<file path="config.mk">
export PLATFORM = sky130hd
export DESIGN_NAME = fifo_ext_flat
export DESIGN_NICKNAME = d
export VERILOG_FILES = /design/src/rtl/fifo_ext_if.sv /design/src/rtl/fifo_ext.sv /design/src/flat_wrapper.sv
export SDC_FILE = /design/constraint.sdc
export NUM_CORES = 1
export LEC_CHECK = 0
export ABC_AREA = 1
export CORE_AREA = 10 10 178 180
export DETAILED_ROUTE_END_ITERATION = 10
export DIE_AREA = 0 0 188 190
export REMOVE_ABC_BUFFERS = 1
export SLEW_MARGIN = 30
export SYNTH_ARGS = -nofsm -noshare
export SYNTH_HDL_FRONTEND = slang
export SYNTH_SLANG_ARGS = --single-unit
</file>
<file path="constraint.sdc">
create_clock -name clk_i -period 2.8 [get_ports clk_i]
set_clock_uncertainty 0.05 [all_clocks]
set_input_delay 0.56 -clock clk_i [delete_from_list [all_inputs] [get_ports clk_i]]
set_output_delay 0.56 -clock clk_i [all_outputs]
set_load 0.01 [all_outputs]
</file>
<file path="src/rtl/fifo_ext_if.sv">
// fifo_ext_if: handshake, data, watermark and error signals of one fifo_ext.
//   slave  modport: the FIFO itself (requests and thresholds in, status out).
//   master modport: the producer/consumer side driving the FIFO.
// CNT_WIDTH must equal $clog2(BUFFER_DEPTH+1) of the attached fifo_ext.
//
// Handshake semantics: a push is accepted on a rising clock edge when
// push_i=1, full_o=0 and flush_i=0. A pop is accepted on a rising edge when
// pop_i=1, empty_o=0 and flush_i=0. full_o/empty_o act as the ready signals
// and are never combinationally dependent on push_i/pop_i. A request that is
// not accepted is dropped (not held) and only raises the sticky error flag.
interface fifo_ext_if #(
  parameter int DATA_WIDTH = 32,
  parameter int CNT_WIDTH  = 4
);
  logic                  flush_i;
  logic                  push_i;
  logic [DATA_WIDTH-1:0] dat_i;
  logic                  full_o;
  logic                  pop_i;
  logic [DATA_WIDTH-1:0] dat_o;
  logic                  empty_o;
  logic [CNT_WIDTH-1:0]  cnt_o;
  logic [CNT_WIDTH-1:0]  afull_thr_i;
  logic [CNT_WIDTH-1:0]  aempty_thr_i;
  logic                  afull_o;
  logic                  aempty_o;
  logic                  err_clr_i;
  logic                  ovf_o;
  logic                  udf_o;

  modport slave (
    input  flush_i, push_i, dat_i, pop_i, afull_thr_i, aempty_thr_i, err_clr_i,
    output full_o, dat_o, empty_o, cnt_o, afull_o, aempty_o, ovf_o, udf_o
  );

  modport master (
    output flush_i, push_i, dat_i, pop_i, afull_thr_i, aempty_thr_i, err_clr_i,
    input  full_o, dat_o, empty_o, cnt_o, afull_o, aempty_o, ovf_o, udf_o
  );
endinterface

</file>
<file path="src/rtl/fifo_ext.sv">
// fifo_ext: synchronous single-clock FIFO with any depth >= 2, optional
// fall-through bypass, almost-full/almost-empty watermarks and sticky
// overflow/underflow flags.
// Ports:
//   clk_i   - clock, all state updates on the rising edge
//   rst_n_i - synchronous active-low reset (clears pointers, count, memory,
//             error flags)
//   bus     - fifo_ext_if.slave: flush/push/pop requests, data in/out,
//             occupancy, full/empty, watermark flags, error flags and clear
module fifo_ext #(
  parameter int DATA_WIDTH   = 32,
  parameter int BUFFER_DEPTH = 8,
  parameter int FALL_THROUGH = 0,
  localparam int PTR_WIDTH   = $clog2(BUFFER_DEPTH),
  localparam int CNT_WIDTH   = $clog2(BUFFER_DEPTH + 1)
) (
  input  logic        clk_i,
  input  logic        rst_n_i,
  fifo_ext_if.slave   bus
);

  localparam bit                   FT_EN     = (FALL_THROUGH != 0);
  localparam logic [PTR_WIDTH-1:0] PTR_LAST  = PTR_WIDTH'(BUFFER_DEPTH - 1);
  localparam logic [CNT_WIDTH-1:0] DEPTH_CNT = CNT_WIDTH'(BUFFER_DEPTH);

  logic [DATA_WIDTH-1:0] mem [BUFFER_DEPTH];
  logic [PTR_WIDTH-1:0]  rd_ptr;
  logic [PTR_WIDTH-1:0]  wr_ptr;
  logic [CNT_WIDTH-1:0]  cnt;
  logic [CNT_WIDTH-1:0]  cnt_nxt;
  logic                  ovf;
  logic                  udf;

  logic full;
  logic empty;
  logic push_hs;
  logic pop_hs;
  logic bypass;
  logic wr_en;
  logic ovf_set;
  logic udf_set;

  // Depth need not be a power of two, so wrap by compare instead of overflow.
  function automatic logic [PTR_WIDTH-1:0] ptr_inc(input logic [PTR_WIDTH-1:0] p);
    return (p == PTR_LAST) ? '0 : p + PTR_WIDTH'(1);
  endfunction

  assign full  = (cnt == DEPTH_CNT);
  assign empty = (cnt == '0);

  assign push_hs = bus.push_i & ~full & ~bus.flush_i;
  assign pop_hs  = bus.pop_i & ~empty & ~bus.flush_i;
  // Bypass only happens when empty, so pop_hs is already 0 in that case.
  assign bypass  = FT_EN & empty & bus.push_i & bus.pop_i & ~bus.flush_i;
  assign wr_en   = push_hs & ~bypass;

  assign ovf_set = bus.push_i & full & ~bus.flush_i;
  assign udf_set = bus.pop_i & empty & ~bypass & ~bus.flush_i;

  always_comb begin
    cnt_nxt = cnt;
    unique case ({wr_en, pop_hs})
      2'b10:   cnt_nxt = cnt + CNT_WIDTH'(1);
      2'b01:   cnt_nxt = cnt - CNT_WIDTH'(1);
      default: cnt_nxt = cnt;
    endcase
  end

  always_ff @(posedge clk_i) begin
    if (!rst_n_i) begin
      rd_ptr <= '0;
      wr_ptr <= '0;
      cnt    <= '0;
      ovf    <= 1'b0;
      udf    <= 1'b0;
      for (int i = 0; i < BUFFER_DEPTH; i++) begin
        mem[i] <= '0;
      end
    end else begin
      // A new error in the same cycle as the clear keeps the flag set.
      ovf <= ovf_set | (ovf & ~bus.err_clr_i);
      udf <= udf_set | (udf & ~bus.err_clr_i);
      if (bus.flush_i) begin
        rd_ptr <= '0;
        wr_ptr <= '0;
        cnt    <= '0;
      end else begin
        if (wr_en) begin
          mem[wr_ptr] <= bus.dat_i;
          wr_ptr      <= ptr_inc(wr_ptr);
        end
        if (pop_hs) begin
          rd_ptr <= ptr_inc(rd_ptr);
        end
        cnt <= cnt_nxt;
      end
    end
  end

  assign bus.dat_o    = bypass ? bus.dat_i : mem[rd_ptr];
  assign bus.full_o   = full;
  assign bus.empty_o  = empty;
  assign bus.cnt_o    = cnt;
  assign bus.afull_o  = (cnt >= bus.afull_thr_i);
  assign bus.aempty_o = (cnt <= bus.aempty_thr_i);
  assign bus.ovf_o    = ovf;
  assign bus.udf_o    = udf;

endmodule
</file>
<file path="src/flat_wrapper.sv">
// flat-port wrapper written by rule: the top's interface ports become plain ports
module fifo_ext_flat 
#(
  parameter int DATA_WIDTH   = 32,
  parameter int BUFFER_DEPTH = 8,
  parameter int FALL_THROUGH = 0,
  localparam int PTR_WIDTH   = $clog2(BUFFER_DEPTH),
  localparam int CNT_WIDTH   = $clog2(BUFFER_DEPTH + 1)
)
  (clk_i, rst_n_i, bus_flush_i, bus_push_i, bus_dat_i, bus_pop_i, bus_afull_thr_i, bus_aempty_thr_i, bus_err_clr_i, bus_full_o, bus_dat_o, bus_empty_o, bus_cnt_o, bus_afull_o, bus_aempty_o, bus_ovf_o, bus_udf_o);
  fifo_ext_if #(.DATA_WIDTH(DATA_WIDTH)) bus_i ();
  input  logic clk_i;
  input  logic rst_n_i;
  input wire logic [$bits(bus_i.flush_i)-1:0] bus_flush_i;
  input wire logic [$bits(bus_i.push_i)-1:0] bus_push_i;
  input wire logic [$bits(bus_i.dat_i)-1:0] bus_dat_i;
  input wire logic [$bits(bus_i.pop_i)-1:0] bus_pop_i;
  input wire logic [$bits(bus_i.afull_thr_i)-1:0] bus_afull_thr_i;
  input wire logic [$bits(bus_i.aempty_thr_i)-1:0] bus_aempty_thr_i;
  input wire logic [$bits(bus_i.err_clr_i)-1:0] bus_err_clr_i;
  output wire logic [$bits(bus_i.full_o)-1:0] bus_full_o;
  output wire logic [$bits(bus_i.dat_o)-1:0] bus_dat_o;
  output wire logic [$bits(bus_i.empty_o)-1:0] bus_empty_o;
  output wire logic [$bits(bus_i.cnt_o)-1:0] bus_cnt_o;
  output wire logic [$bits(bus_i.afull_o)-1:0] bus_afull_o;
  output wire logic [$bits(bus_i.aempty_o)-1:0] bus_aempty_o;
  output wire logic [$bits(bus_i.ovf_o)-1:0] bus_ovf_o;
  output wire logic [$bits(bus_i.udf_o)-1:0] bus_udf_o;
  assign bus_i.flush_i = bus_flush_i;
  assign bus_i.push_i = bus_push_i;
  assign bus_i.dat_i = bus_dat_i;
  assign bus_i.pop_i = bus_pop_i;
  assign bus_i.afull_thr_i = bus_afull_thr_i;
  assign bus_i.aempty_thr_i = bus_aempty_thr_i;
  assign bus_i.err_clr_i = bus_err_clr_i;
  assign bus_full_o = bus_i.full_o;
  assign bus_dat_o = bus_i.dat_o;
  assign bus_empty_o = bus_i.empty_o;
  assign bus_cnt_o = bus_i.cnt_o;
  assign bus_afull_o = bus_i.afull_o;
  assign bus_aempty_o = bus_i.aempty_o;
  assign bus_ovf_o = bus_i.ovf_o;
  assign bus_udf_o = bus_i.udf_o;
  fifo_ext #(.DATA_WIDTH(DATA_WIDTH), .BUFFER_DEPTH(BUFFER_DEPTH), .FALL_THROUGH(FALL_THROUGH)) u_core (.clk_i(clk_i), .rst_n_i(rst_n_i), .bus(bus_i));
endmodule
</file>
==> summary.txt <==
Status: finished, final reports clean
DRC viols: 0
Commonest non-fill, non-tap cells in the layout: 392 x nor2_1, 256 x edfxtp_1, 116 x nand2_1
Crit. End Element: output port
DR pass1 iterations: 5
Cell Area, Synth: 0.0124 mm²
Sw Ratio: 22.0%
Final Setup Violations: 0
Synth unique cells: 29
Antenna violations before repair: 0
WHS: 420 ps
Nets: 1351
CTS clock-pin slew for the worst setup and hold paths: 60 ps
Pin count of the biggest net entering global routing: 44
Hold buffer count at CTS: 0
Total gr overflow: 0
HP Class: reg2reg
Clock root cell: clkbuf_16
Sequential share of the synthesized area: 64.4%
Power share of the combinational group: 7.7%
Sw Pwr: 1.97 mW
Fillers: 2491
VDD IR max: 0.453 mV
Vias in the first global route: 9095
DR iter-0 viols: 595
Startpoint types: register
Num CTS Buffers: 28
First-pass GRT wire length: 50100 µm
CTS Buffer Depth: 3
Die height: 190 µm
CP required: 2190 ps
DP Wirelength: 17100 µm
Initial Util: 43.9%
CP arrival: 2140 ps
Setup TNS: 0 ps
Pleak: 6.26 nW
Share of cells above drive strength 1: 10.5%
Via density: 5.31
Placement Rows: 62
Unrepaired setup endpoints after global routing: true
MaxCap Viol Count: 0
TritonCTS clock tree: yes
P&R area growth vs syn: 21.4%
Post-DRT Antenna Nets: 0
Die X: 188 µm
Slew margin rel.: 65.0%
Avg Inst Size Synth: 10.5 µm²
Ant. Diodes: 0
Clk sinks: 271
Most common cell after layout, fill and taps aside: nor2_1
CP Max Fanout: 13
Final hold vios: 0
Max Clk Rate: 364 MHz
Cell internal pwr: 6.99 mW
IO buf count: 87
Htree depth: 1
Area of the die: 0.0357 mm²
Worst skew pair latency: 540 ps
Fin crit share: 98.2%
Yosys warning count: 0
CORE AREA: 0.0282 mm²
Final RePlAce weighted congestion: 0.757
GRT Util Overall: 17.5%
Flop pwr share: 51.5%
Final wirelength: 32900 µm
Max Slew Vio Count: 0
Critical path type: reg2out
PD cells: 595 mW/mm²
I/O pins: 88
Register bit total from synthesis: 271
Worst-margin pin slew: 525 ps
WL/cell: 19.4 µm
Post-Syn Instances: 1183
Final Critical Period: 2750 ps
Overall via count from detail_route: 8999
Clock power frac: 40.8%
==> synthesized netlist by cell type <==
cell type / number / area, µm²
nand2_4: 8 / 90.1
o21ai_1: 19 / 95.1
inv_1: 64 / 240
o211ai_1: 1 / 7.51
clkbuf_8: 1 / 13.8
nor2_8: 2 / 40.0
nor3_1: 2 / 10.0
xnor2_1: 2 / 17.5
buf_6: 25 / 282
clkbuf_1: 20 / 75.1
nor2_2: 3 / 18.8
buf_1: 8 / 30.0
nand4_4: 1 / 21.3
edfxtp_1: 256 / 7690
mux2i_1: 32 / 320
nor2_4: 1 / 11.3
nand3_4: 1 / 17.5
dfxtp_1: 15 / 300
o21ai_0: 117 / 586
inv_2: 2 / 7.51
nand3_1: 6 / 30.0
nor2_1: 392 / 1470
ha_1: 15 / 188
buf_2: 13 / 65.1
a21oi_1: 17 / 85.1
nand4_1: 2 / 12.5
nand2_1: 123 / 462
o22ai_1: 32 / 200
buf_4: 3 / 22.5
==> kinds of logic (layout without fill, tap and decap cells) <==
group	count (synthesis)	after routing	share of synthesized area, %
buf+inv	136	263	5.93
compound gates	186	186	7.85
flops	271	271	64.4
fa+ha+maj	15	15	1.51
mux	32	32	2.58
xor+xnor	2	2	0.141
simple gates	541	541	17.6
==> area by class of cell <==
| type | instances | area, µm² | area share, % |
|---|---|---|---|
| clock buffers | 36 | 752 | 4.99 |
| clock inverters | 14 | 133 | 0.881 |
| inverters | 66 | 255 | 1.69 |
| multi-input cells | 776 | 3700 | 24.6 |
| flip-flops and latches | 271 | 8000 | 53.1 |
| well taps | 384 | 480 | 3.19 |
| repair buffers | 147 | 1740 | 11.6 |
==> stage by stage <==
stage	area (µm²)	total power, mW	cells	util (%)	setup WS [ps]
2_1_floorplan	11900	5.03	1113	-	-3010
3_3_place_gp	13800	5.38	1617	48.8	-13.6
3_5_place_dp	13800	5.40	1617	48.8	-16.4
4_1_cts	14800	9.00	1677	52.6	-152
5_1_grt	15100	9.25	1694	53.3	-60.9
6_report	15100	8.97	1694	53.3	49.1
==> critical path, stage by stage (launching register included) <==
cell and delay, ps:
dfxtp_4 370, buf_4 170, buf_4 150, clkbuf_16 170, nor2_1 100, nor2_1 40
o21ai_0 70, o21ai_0 100, nand2_1 70, nand2_1 60, dlygate4sd2_1 280
==> power groups by stage <==
stage / Sequential, mW / Clock [mW] / Combinational [mW]
final: 4.62 / 3.66 / 0.690
after global routing: 4.63 / 3.86 / 0.761
after CTS: 4.62 / 3.69 / 0.686
after detailed placement: 4.70 / 0 / 0.691
after global placement: 4.70 / 0 / 0.683
after floorplan: 4.71 / 0 / 0.323
==> flip-flops by register name (all words and copies together), names as in the netlist, named ones only <==
name and flops:
u_core.bus.ovf_o 1, u_core.bus.cnt_o 4, u_core.wr_ptr 3, u_core.rd_ptr 3
u_core.bus.udf_o 1, u_core.mem 256
==> routing by layer <==
metal,vias to the layer above,global-route usage (%),wire length (µm)
met3,57,3.35,2500
met1,4380,22.5,13800
met5,-,0,0
met2,338,29.8,15900
met4,0,4.89,650
li1,4224,-,-
==> worst paths after layout <==
kind	from	end	slack, ps	depth (start not counted)
worst max-delay path	register	bus_dat_o[17]	50	10
worst min-delay path	u_core.bus.udf_o$_SDFF_PN0_	u_core.bus.udf_o$_SDFF_PN0_	420	2
worst max register to register	u_core.bus.cnt_o[2]$_SDFFE_PP0P_	u_core.bus.cnt_o[2]$_SDFFE_PP0P_	570	13
worst min register to register	u_core.bus.udf_o$_SDFF_PN0_	u_core.bus.udf_o$_SDFF_PN0_	420	2
==> timing repair <==
item                                    in CTS  in global routing
setup buffers                                6                 12
endpoints found under the setup margin      34                 11
hold endpoints to repair                     0                  0
resized for setup                           34                 48
cloned                                       4                  6
Power figures use the tool's default switching activity.
